`src/rtl/register_arb_pkg.sv`:
```
// Shared types, default sizes and the round-robin search helper for the
// register arbiter slice.
package register_arb_pkg;

  localparam int DEFAULT_DATA_WIDTH = 8;
  localparam int DEFAULT_NUM_REQ    = 4;
  localparam int MAX_REQ            = 8;

  typedef enum logic {
    IDLE  = 1'b0,
    GRANT = 1'b1
  } arb_state_t;

  typedef struct packed {
    logic       found;
    logic [2:0] idx;
  } rr_pick_t;

  // Walks offsets from the highest down so the smallest offset from ptr
  // (the highest-priority candidate) is the last one written.
  function automatic rr_pick_t rr_pick(input logic [MAX_REQ-1:0] req,
                                       input logic [2:0]         ptr,
                                       input int                 n);
    rr_pick_t   r;
    int         pos;
    logic [2:0] k;
    r = '0;
    for (int i = MAX_REQ - 1; i >= 0; i--) begin
      if (i < n) begin
        pos = (int'(ptr) + i) % n;
        k   = pos[2:0];
        if (req[k]) begin
          r.found = 1'b1;
          r.idx   = k;
        end
      end
    end
    return r;
  endfunction

endpackage

```
`src/rtl/register_arbiter_rr_priority.sv`:
```
// Combinational rotate-and-first-set search: returns the first requester at
// or after ptr (wrapping) and whether any requester was found.
module rr_priority
  import register_arb_pkg::*;
#(
  parameter  int NUM_REQ = DEFAULT_NUM_REQ,
  localparam int IDX_W   = $clog2(NUM_REQ)
) (
  input  logic [NUM_REQ-1:0] req,
  input  logic [IDX_W-1:0]   ptr,
  output logic [IDX_W-1:0]   idx,
  output logic               valid
);

  rr_pick_t pick;

  always_comb begin
    pick = rr_pick(MAX_REQ'(req), 3'(ptr), NUM_REQ);
  end

  assign idx   = IDX_W'(pick.idx);
  assign valid = pick.found;

endmodule

```
`src/rtl/register_arbiter.sv`:
```
// Round-robin arbiter sharing one register among NUM_REQ requesters; all
// register-side outputs and the ownership report are registered.
module register_arbiter
  import register_arb_pkg::*;
#(
  parameter  int DATA_WIDTH = DEFAULT_DATA_WIDTH,
  parameter  int NUM_REQ    = DEFAULT_NUM_REQ,
  localparam int IDX_W      = $clog2(NUM_REQ)
) (
  input  logic                          clock,
  input  logic                          ra_reset,
  input  logic [NUM_REQ-1:0]            ra_req,
  input  logic [NUM_REQ-1:0]            ra_clr,
  input  logic [NUM_REQ*DATA_WIDTH-1:0] ra_data,
  output logic [NUM_REQ-1:0]            ra_gnt,
  output logic [DATA_WIDTH-1:0]         reg_in,
  output logic                          reg_wr,
  output logic                          reg_reset,
  output logic [IDX_W-1:0]              ra_owner,
  output logic                          ra_owner_valid
);

  arb_state_t            state_reg;
  logic [IDX_W-1:0]      ptr_reg;
  logic [NUM_REQ-1:0]    gnt_reg;
  logic [DATA_WIDTH-1:0] reg_in_reg;
  logic                  reg_wr_reg;
  logic                  reg_reset_reg;
  logic [IDX_W-1:0]      owner_reg;
  logic                  owner_valid_reg;

  logic [DATA_WIDTH-1:0] data_slice [NUM_REQ];
  logic [NUM_REQ-1:0]    cand;
  logic [IDX_W-1:0]      pick_idx;
  logic                  pick_valid;
  logic [IDX_W-1:0]      ptr_next;

  for (genvar gi = 0; gi < NUM_REQ; gi++) begin : g_slice
    assign data_slice[gi] = ra_data[gi*DATA_WIDTH +: DATA_WIDTH];
  end

  // The requester just granted is still lowering its request this edge.
  assign cand = (state_reg == GRANT) ? (ra_req & ~gnt_reg) : ra_req;

  rr_priority #(.NUM_REQ(NUM_REQ)) u_rr_priority (
    .req   (cand),
    .ptr   (ptr_reg),
    .idx   (pick_idx),
    .valid (pick_valid)
  );

  assign ptr_next = (pick_idx == IDX_W'(NUM_REQ - 1)) ? '0 : pick_idx + IDX_W'(1);

  always_ff @(posedge clock or posedge ra_reset) begin
    if (ra_reset) begin
      state_reg       <= IDLE;
      ptr_reg         <= '0;
      gnt_reg         <= '0;
      reg_in_reg      <= '0;
      reg_wr_reg      <= 1'b0;
      reg_reset_reg   <= 1'b0;
      owner_reg       <= '0;
      owner_valid_reg <= 1'b0;
    end else if (pick_valid) begin
      state_reg       <= GRANT;
      ptr_reg         <= ptr_next;
      gnt_reg         <= NUM_REQ'(1) << pick_idx;
      reg_in_reg      <= ra_clr[pick_idx] ? '0 : data_slice[pick_idx];
      reg_wr_reg      <= ~ra_clr[pick_idx];
      reg_reset_reg   <= ra_clr[pick_idx];
      owner_reg       <= pick_idx;
      owner_valid_reg <= 1'b1;
    end else begin
      state_reg     <= IDLE;
      gnt_reg       <= '0;
      reg_in_reg    <= '0;
      reg_wr_reg    <= 1'b0;
      reg_reset_reg <= 1'b0;
    end
  end

  assign ra_gnt         = gnt_reg;
  assign reg_in         = reg_in_reg;
  assign reg_wr         = reg_wr_reg;
  assign reg_reset      = reg_reset_reg;
  assign ra_owner       = owner_reg;
  assign ra_owner_valid = owner_valid_reg;

endmodule

```
`config.mk`:
```
export PLATFORM = sky130hd
export DESIGN_NAME = register_arbiter
export DESIGN_NICKNAME = d
export VERILOG_FILES = /design/src/rtl/register_arb_pkg.sv /design/src/rtl/register_arbiter_rr_priority.sv /design/src/rtl/register_arbiter.sv
export SDC_FILE = /design/constraint.sdc
export NUM_CORES = 1
export LEC_CHECK = 0
export CORE_MARGIN = 2
export CORE_UTILIZATION = 39
export CTS_BUF_LIST = sky130_fd_sc_hd__clkbuf_16
export DETAILED_ROUTE_END_ITERATION = 6
export PLACE_DENSITY = 0.76
export SKIP_CTS_REPAIR_TIMING = 1
export SYNTH_ARGS = -nofsm -noshare
export SYNTH_HDL_FRONTEND = slang
export SYNTH_SLANG_ARGS = --single-unit
```
`constraint.sdc`:
```
create_clock -name clock -period 4.7 [get_ports clock]
set_input_delay 0.705 -clock clock [delete_from_list [all_inputs] [get_ports clock]]
set_output_delay 0.705 -clock clock [all_outputs]
set_load 0.01 [all_outputs]
```
* Yosys cells after proc, flatten, opt, wreduce, memory -nomap -nowiden *
Index checks and enable logic that the tools add are counted.

operators by class
  $add $sub $neg = 4
  magnitude comparators = 6
  eq/ne operators = 1
  shift-type cells = 1
  mux-type cells = 25
  bitwise gates (word level) = 7
  reduce and logical (&&, ||, !) cells = 3

operators with widths
  operator             count
  $mux 8               4
  $mux 4               6
  $bmux 8 s2           1
  $lt 3x4->1 const B   3
  $bmux 1 s3           3
  $mux 1               8
  $reduce_or 2->1      3
  $add 2x1->2 const B  2
  $add 2x2->2 const B  2
  $and 4x4->4          1
  $bmux 1 s2           2
  $lt 2x4->1 const B   1
  $not 4->4            1
  $shl 1x2->4 const A  1
  $and 1x1->1 const A  3
  $ge 3x3->1 const B   1
  $lt 2x3->1 const B   1
  $not 2->3            1
  $eq 2x2->1 const B   1
  $mux 2               1
  $not 1->1            1

word-level totals
  register bits = 20
  input port bits = 42
  output and inout bits = 17
  word-level logic and storage cells = 55

* Logic depth before layout (Yosys ltp) *
  depth after elaboration = 15
  depth in mapped cells = 8
  gate-level depth less buffers = 7

* Cells and area by module *
From an unflattened synthesis, not the netlist that was laid out.

unflattened totals
  cell total of the unflattened synthesis = 85
  area, all modules = 1082.3 µm²

by module, submodules not included
  module            instances  cells an instance  area an instance (µm²)  seq. area each (µm²)
  register_arbiter  1          70                 1001.0                  500.5
  rr_priority       1          15                 81.3                    0.0

* Worst setup path after synthesis *
Ideal clock, no wire load.

  kind = input -> register
  start = in ra_req[0]
  end = reg ptr_reg[1]
  setup time = 0.131 ns
  arrival time = 2.095 ns
  required time = 4.569 ns
  slack = 2.474 ns
  stages = 8
  buffers on the path = 1
  cells stage by stage = a21boi_1 > a21oi_1 > o21ai_1 > buf_2 > inv_1 > ha_1 > nand2_1 > o21ai_0

on the way
  longest elaborated chain between the ends = 10
  elaborated cells between the ends (all ways) = 17

ends and longest elaborated chain
  what                                       RTL line                source
  start, declared                            register_arbiter.sv:12  input logic [NUM_REQ-1:0] ra_req,
  $and 4x4->4                                register_arbiter.sv:43  assign cand = (state_reg == GRANT) ? (ra_req & ~gnt_reg) : ra_req;
  $mux 4 (*)                                 register_arbiter.sv:43
  $bmux 1 s3                                 register_arb_pkg.sv:32  if (req[k]) begin
  $mux 1 (implied by the code)               register_arb_pkg.sv:32
  $mux 4 (3 in a row)                        register_arb_pkg.sv:32
  $mux 4 (*)                                 register_arb_pkg.sv:32
  net pick_idx[1]                            register_arbiter.sv:34  logic [IDX_W-1:0] pick_idx;
  $add 2x1->2 or $eq 2x2->1 (tied branches)  register_arbiter.sv:52  assign ptr_next = (pick_idx == IDX_W'(NUM_REQ - 1)) ? '0 : pick_idx + IDX_W'(1);
  $mux 2 (*)                                 register_arbiter.sv:52
  net ptr_next[1]                            register_arbiter.sv:36  logic [IDX_W-1:0] ptr_next;
  end signal, assigned                       register_arbiter.sv:66  ptr_reg <= ptr_next;
  end, declared                              register_arbiter.sv:24  logic [IDX_W-1:0] ptr_reg;

Mark *: on every way through the listed nets, which the timed path passes. The rest lies on a longest branch. The select of a mux whose other input is x is not followed.
A chain may end at the register's enable or synchronous reset.

* Final worst setup path *
  start = in ra_req[0]
  end = reg reg_in_reg[2], in the netlist reg_in[2]

on the way
  longest elaborated chain between the ends = 14
  elaborated cells between the ends (all ways) = 22

ends and longest elaborated chain
  what                                       RTL line                source
  $and 4x4->4                                register_arbiter.sv:43
  $mux 4 (*)                                 register_arbiter.sv:43
  $bmux 1 s3                                 register_arb_pkg.sv:32
  $mux 1 (implied by the code)               register_arb_pkg.sv:32
  $mux 4 (3 in a row)                        register_arb_pkg.sv:32
  $mux 4 (*)                                 register_arb_pkg.sv:32
  $not 2->3 (implied by the code)            register_arbiter.sv:68  reg_in_reg <= ra_clr[pick_idx] ? '0 : data_slice[pick_idx];
  $bmux 8 s2                                 register_arbiter.sv:68
  $mux 8 (implied by the code) (2 in a row)  register_arbiter.sv:68
  $mux 8                                     register_arbiter.sv:68
  $mux 8 (*)                                 register_arbiter.sv:64  end else if (pick_valid) begin
  end signal, assigned                       register_arbiter.sv:68
  end, declared                              register_arbiter.sv:26  logic [DATA_WIDTH-1:0] reg_in_reg;

Mark *: on every way between the ends. The rest lies on a longest branch, timed or not. The select of a mux whose other input is x is not followed.

==> results.json <==
{
  "drt-total-wl_um": 2879,
  "slowest_delay_ps": 660,
  "grt_first_pass_wirelength_um": 4761,
  "holdCritPathClass": "flip-flop to flip-flop",
  "critPathMaxFanout": 17,
  "cap_violations": 0,
  "dieArea_um2": 3512,
  "min_period_over_period_pct": 62.79,
  "clkTransAtPathRegs_ps": 50,
  "num_antenna_cells": 0,
  "globalRouteOverflowTotal": 0,
  "ys_seq_elements": 20,
  "synth.top_cell.area_share_pct": 42.02,
  "die_x_um": 59.27,
  "reg2reg_setup_slack_ps": 2240,
  "ys_top_cells_by_count": "dfrtp_1, nor2b_1, mux2i_1",
  "synth_cell_types": 29,
  "rr_worst_depth": 5,
  "layout-drive-gt1-share_pct": 6.250,
  "drv_slew": 0,
  "critPathLaunch": "ra_req[0]",
  "cpMaxStageDelayCell": "o221ai_2",
  "end_kind": "flip-flop",
  "path_depth": 6,
  "max_freq_mhz": 338.9,
  "worstReg2RegStart": "state_reg$_DFF_PP0_",
  "worst_pin_slew_ps": 788.8,
  "synth-async-reset-ratio_pct": 100.0,
  "fin_nets": 224,
  "coreArea_um2": 2978,
  "final.setup_skew_ps": 1.466,
  "ir_drop_v": 0.0002052,
  "largest_reg_flops": 8,
  "post_drt_wl_per_cell_um": 13.78,
  "viasPerCell": 5.258,
  "critical_path_class": "primary input to flip-flop",
  "clock_sinks": 20,
  "rr_endpoint": "reg_in[2]$_DFF_PP0_",
  "setup_violations": 0,
  "multi_input_comb_area_um2": 651.9,
  "syn-cell-area_um2": 1191,
  "synth_flop_cell": "dfrtp_1",
  "syn_nets": 164,
  "tritoncts": "done",
  "cts_buffer_depth": 2,
  "powerDensity_nw_per_um2": 522.3,
  "start_kind": "primary input",
  "synth_edf_count": 0,
  "ant_nets": 0,
  "drcViolationCount": 0,
  "die_h_um": 59.27,
  "fin_setup_tns_ps": 0,
  "place_ws_ps": 1466,
  "rsz0062_at_grt": "false",
  "syn_inst": 118,
  "period_needed_ps": 2951,
  "n_fill_cell": 257,
  "antenna_found_initial": 0,
  "clockRootBuffer": "clkbuf_16",
  "p_leak_nw": 0.8330,
  "synth.avg_cell_area_um2": 10.09,
  "seq_area_um2": 500.5,
  "vias": 1099,
  "hold_viol": 0,
  "grt_pass1_vias": 1092,
  "worst_ep_arrival_time_ps": 3110,
  "dr.pass1.iters": 5,
  "cp_cell_sequence": "clkdlybuf4s50_1 > a21boi_1 > mux2i_1 > o221ai_2 > nand4_1 > o22ai_1",
  "io_buffers": 58,
  "synth.top_cells.by_area": "dfrtp_1, mux2i_1, nor2b_1",
  "clk-insertion-delay-late_ps": 250,
  "routabilityCongestion": 0.8474,
  "synth_most_common_cell": "dfrtp_1",
  "grt_start_max_net_pins": 21,
  "crit_path_end": "reg_in[2]$_DFF_PP0_",
  "synth_seq_area_share_pct": 42.02,
  "fp-row-count": 20,
  "io_pins": 59,
  "start_util_pct": 40.00,
  "synth_warnings": 0,
  "cts_max_level": 1,
  "worst_slack_ps": 1749,
  "crit_family": "compound AO/OA/AOI/OAI gates",
  "cts_buffers": 3,
  "critPathBufInv": 1,
  "max_slew_margin_pct": 47.41,
  "grt_use_total_pct": 18.06,
  "required_ps": 4860,
  "syn_to_final_growth_pct": 57.77,
  "yosysTopAreaCell": "dfrtp_1",
  "first_iter_violations": 28,
  "outcome": "finished, final reports clean"
}
-- per-layer routing --
metal	track usage, %	wire length (um)	vias up
li1	-	-	535
met1	22.75	1240	507
met2	29.67	1383	52
met3	2.620	188	5
met4	9.740	66	0
met5	0	0	-
-- report_power, final --
| part | switching [W] | internal [W] | leakage [nW] | total (W) |
|---|---|---|---|---|
| Clock | 0.0000585 | 0.000112 | 0.0370 | 0.000171 |
| Sequential | 0.0000398 | 0.000244 | 0.245 | 0.000283 |
| Combinational | 0.000254 | 0.000274 | 0.551 | 0.000528 |
-- cells in the final DEF, fill, tap and decap left out, types with 2 or more instances in the layout --
master	n
a21bo_2	3
ha_1	4
a21boi_1	3
a21oi_1	2
o22ai_1	8
clkdlybuf4s50_1	58
dfrtp_1	20
nand3_1	3
clkbuf_16	3
and2_1	5
nand2_1	8
inv_1	6
nor2b_1	18
mux2i_1	17
nor2_1	3
-- logic make-up after synthesis --
logic type,synth area share (%)
fa+ha+maj,4.202
mux,15.23
simple gates,18.38
flops,42.02
compound gates,16.60
buf+inv,3.571
-- area by class of cell --
cell class,instances,share of cell area [%]
Clock buffer,3,3.995
Timing Repair Buffer,59,31.29
Multi-Input combinational cell,88,34.69
Inverter,6,1.198
Tap cell,33,2.197
Sequential cell,20,26.63
-- how the worst min path moves through the flow --
stage | from | end | slack, ps | depth (start not counted)
global route | ra_owner_valid$_DFFE_PP0P_ | ra_owner_valid$_DFFE_PP0P_ | 490 | 1
finish | ra_owner_valid$_DFFE_PP0P_ | ra_owner_valid$_DFFE_PP0P_ | 470 | 1
detailed placement | ra_owner_valid$_DFFE_PP0P_ | ra_owner_valid$_DFFE_PP0P_ | 460 | 1
global placement | ra_owner_valid$_DFFE_PP0P_ | ra_owner_valid$_DFFE_PP0P_ | 450 | 1
CTS | ra_owner_valid$_DFFE_PP0P_ | ra_owner_valid$_DFFE_PP0P_ | 470 | 1
floorplan | ra_owner_valid$_DFFE_PP0P_ | ra_owner_valid$_DFFE_PP0P_ | 500 | 1
-- through the flow --
step	cell area, um2	total power [W]	std cells	utilization, %	hold slack, ps
2_1_floorplan	1191	0.0006003	118	-	504.1
3_3_place_gp	1804	0.0007963	206	60.59	448.8
3_5_place_dp	1804	0.0008136	206	60.59	456.0
4_1_cts	1879	0.0009903	209	63.11	472.3
5_1_grt	1879	0.001054	209	63.11	492.4
6_report	1879	0.0009817	209	63.11	467.2
Note: power is estimated with default switching activity, not from simulation.
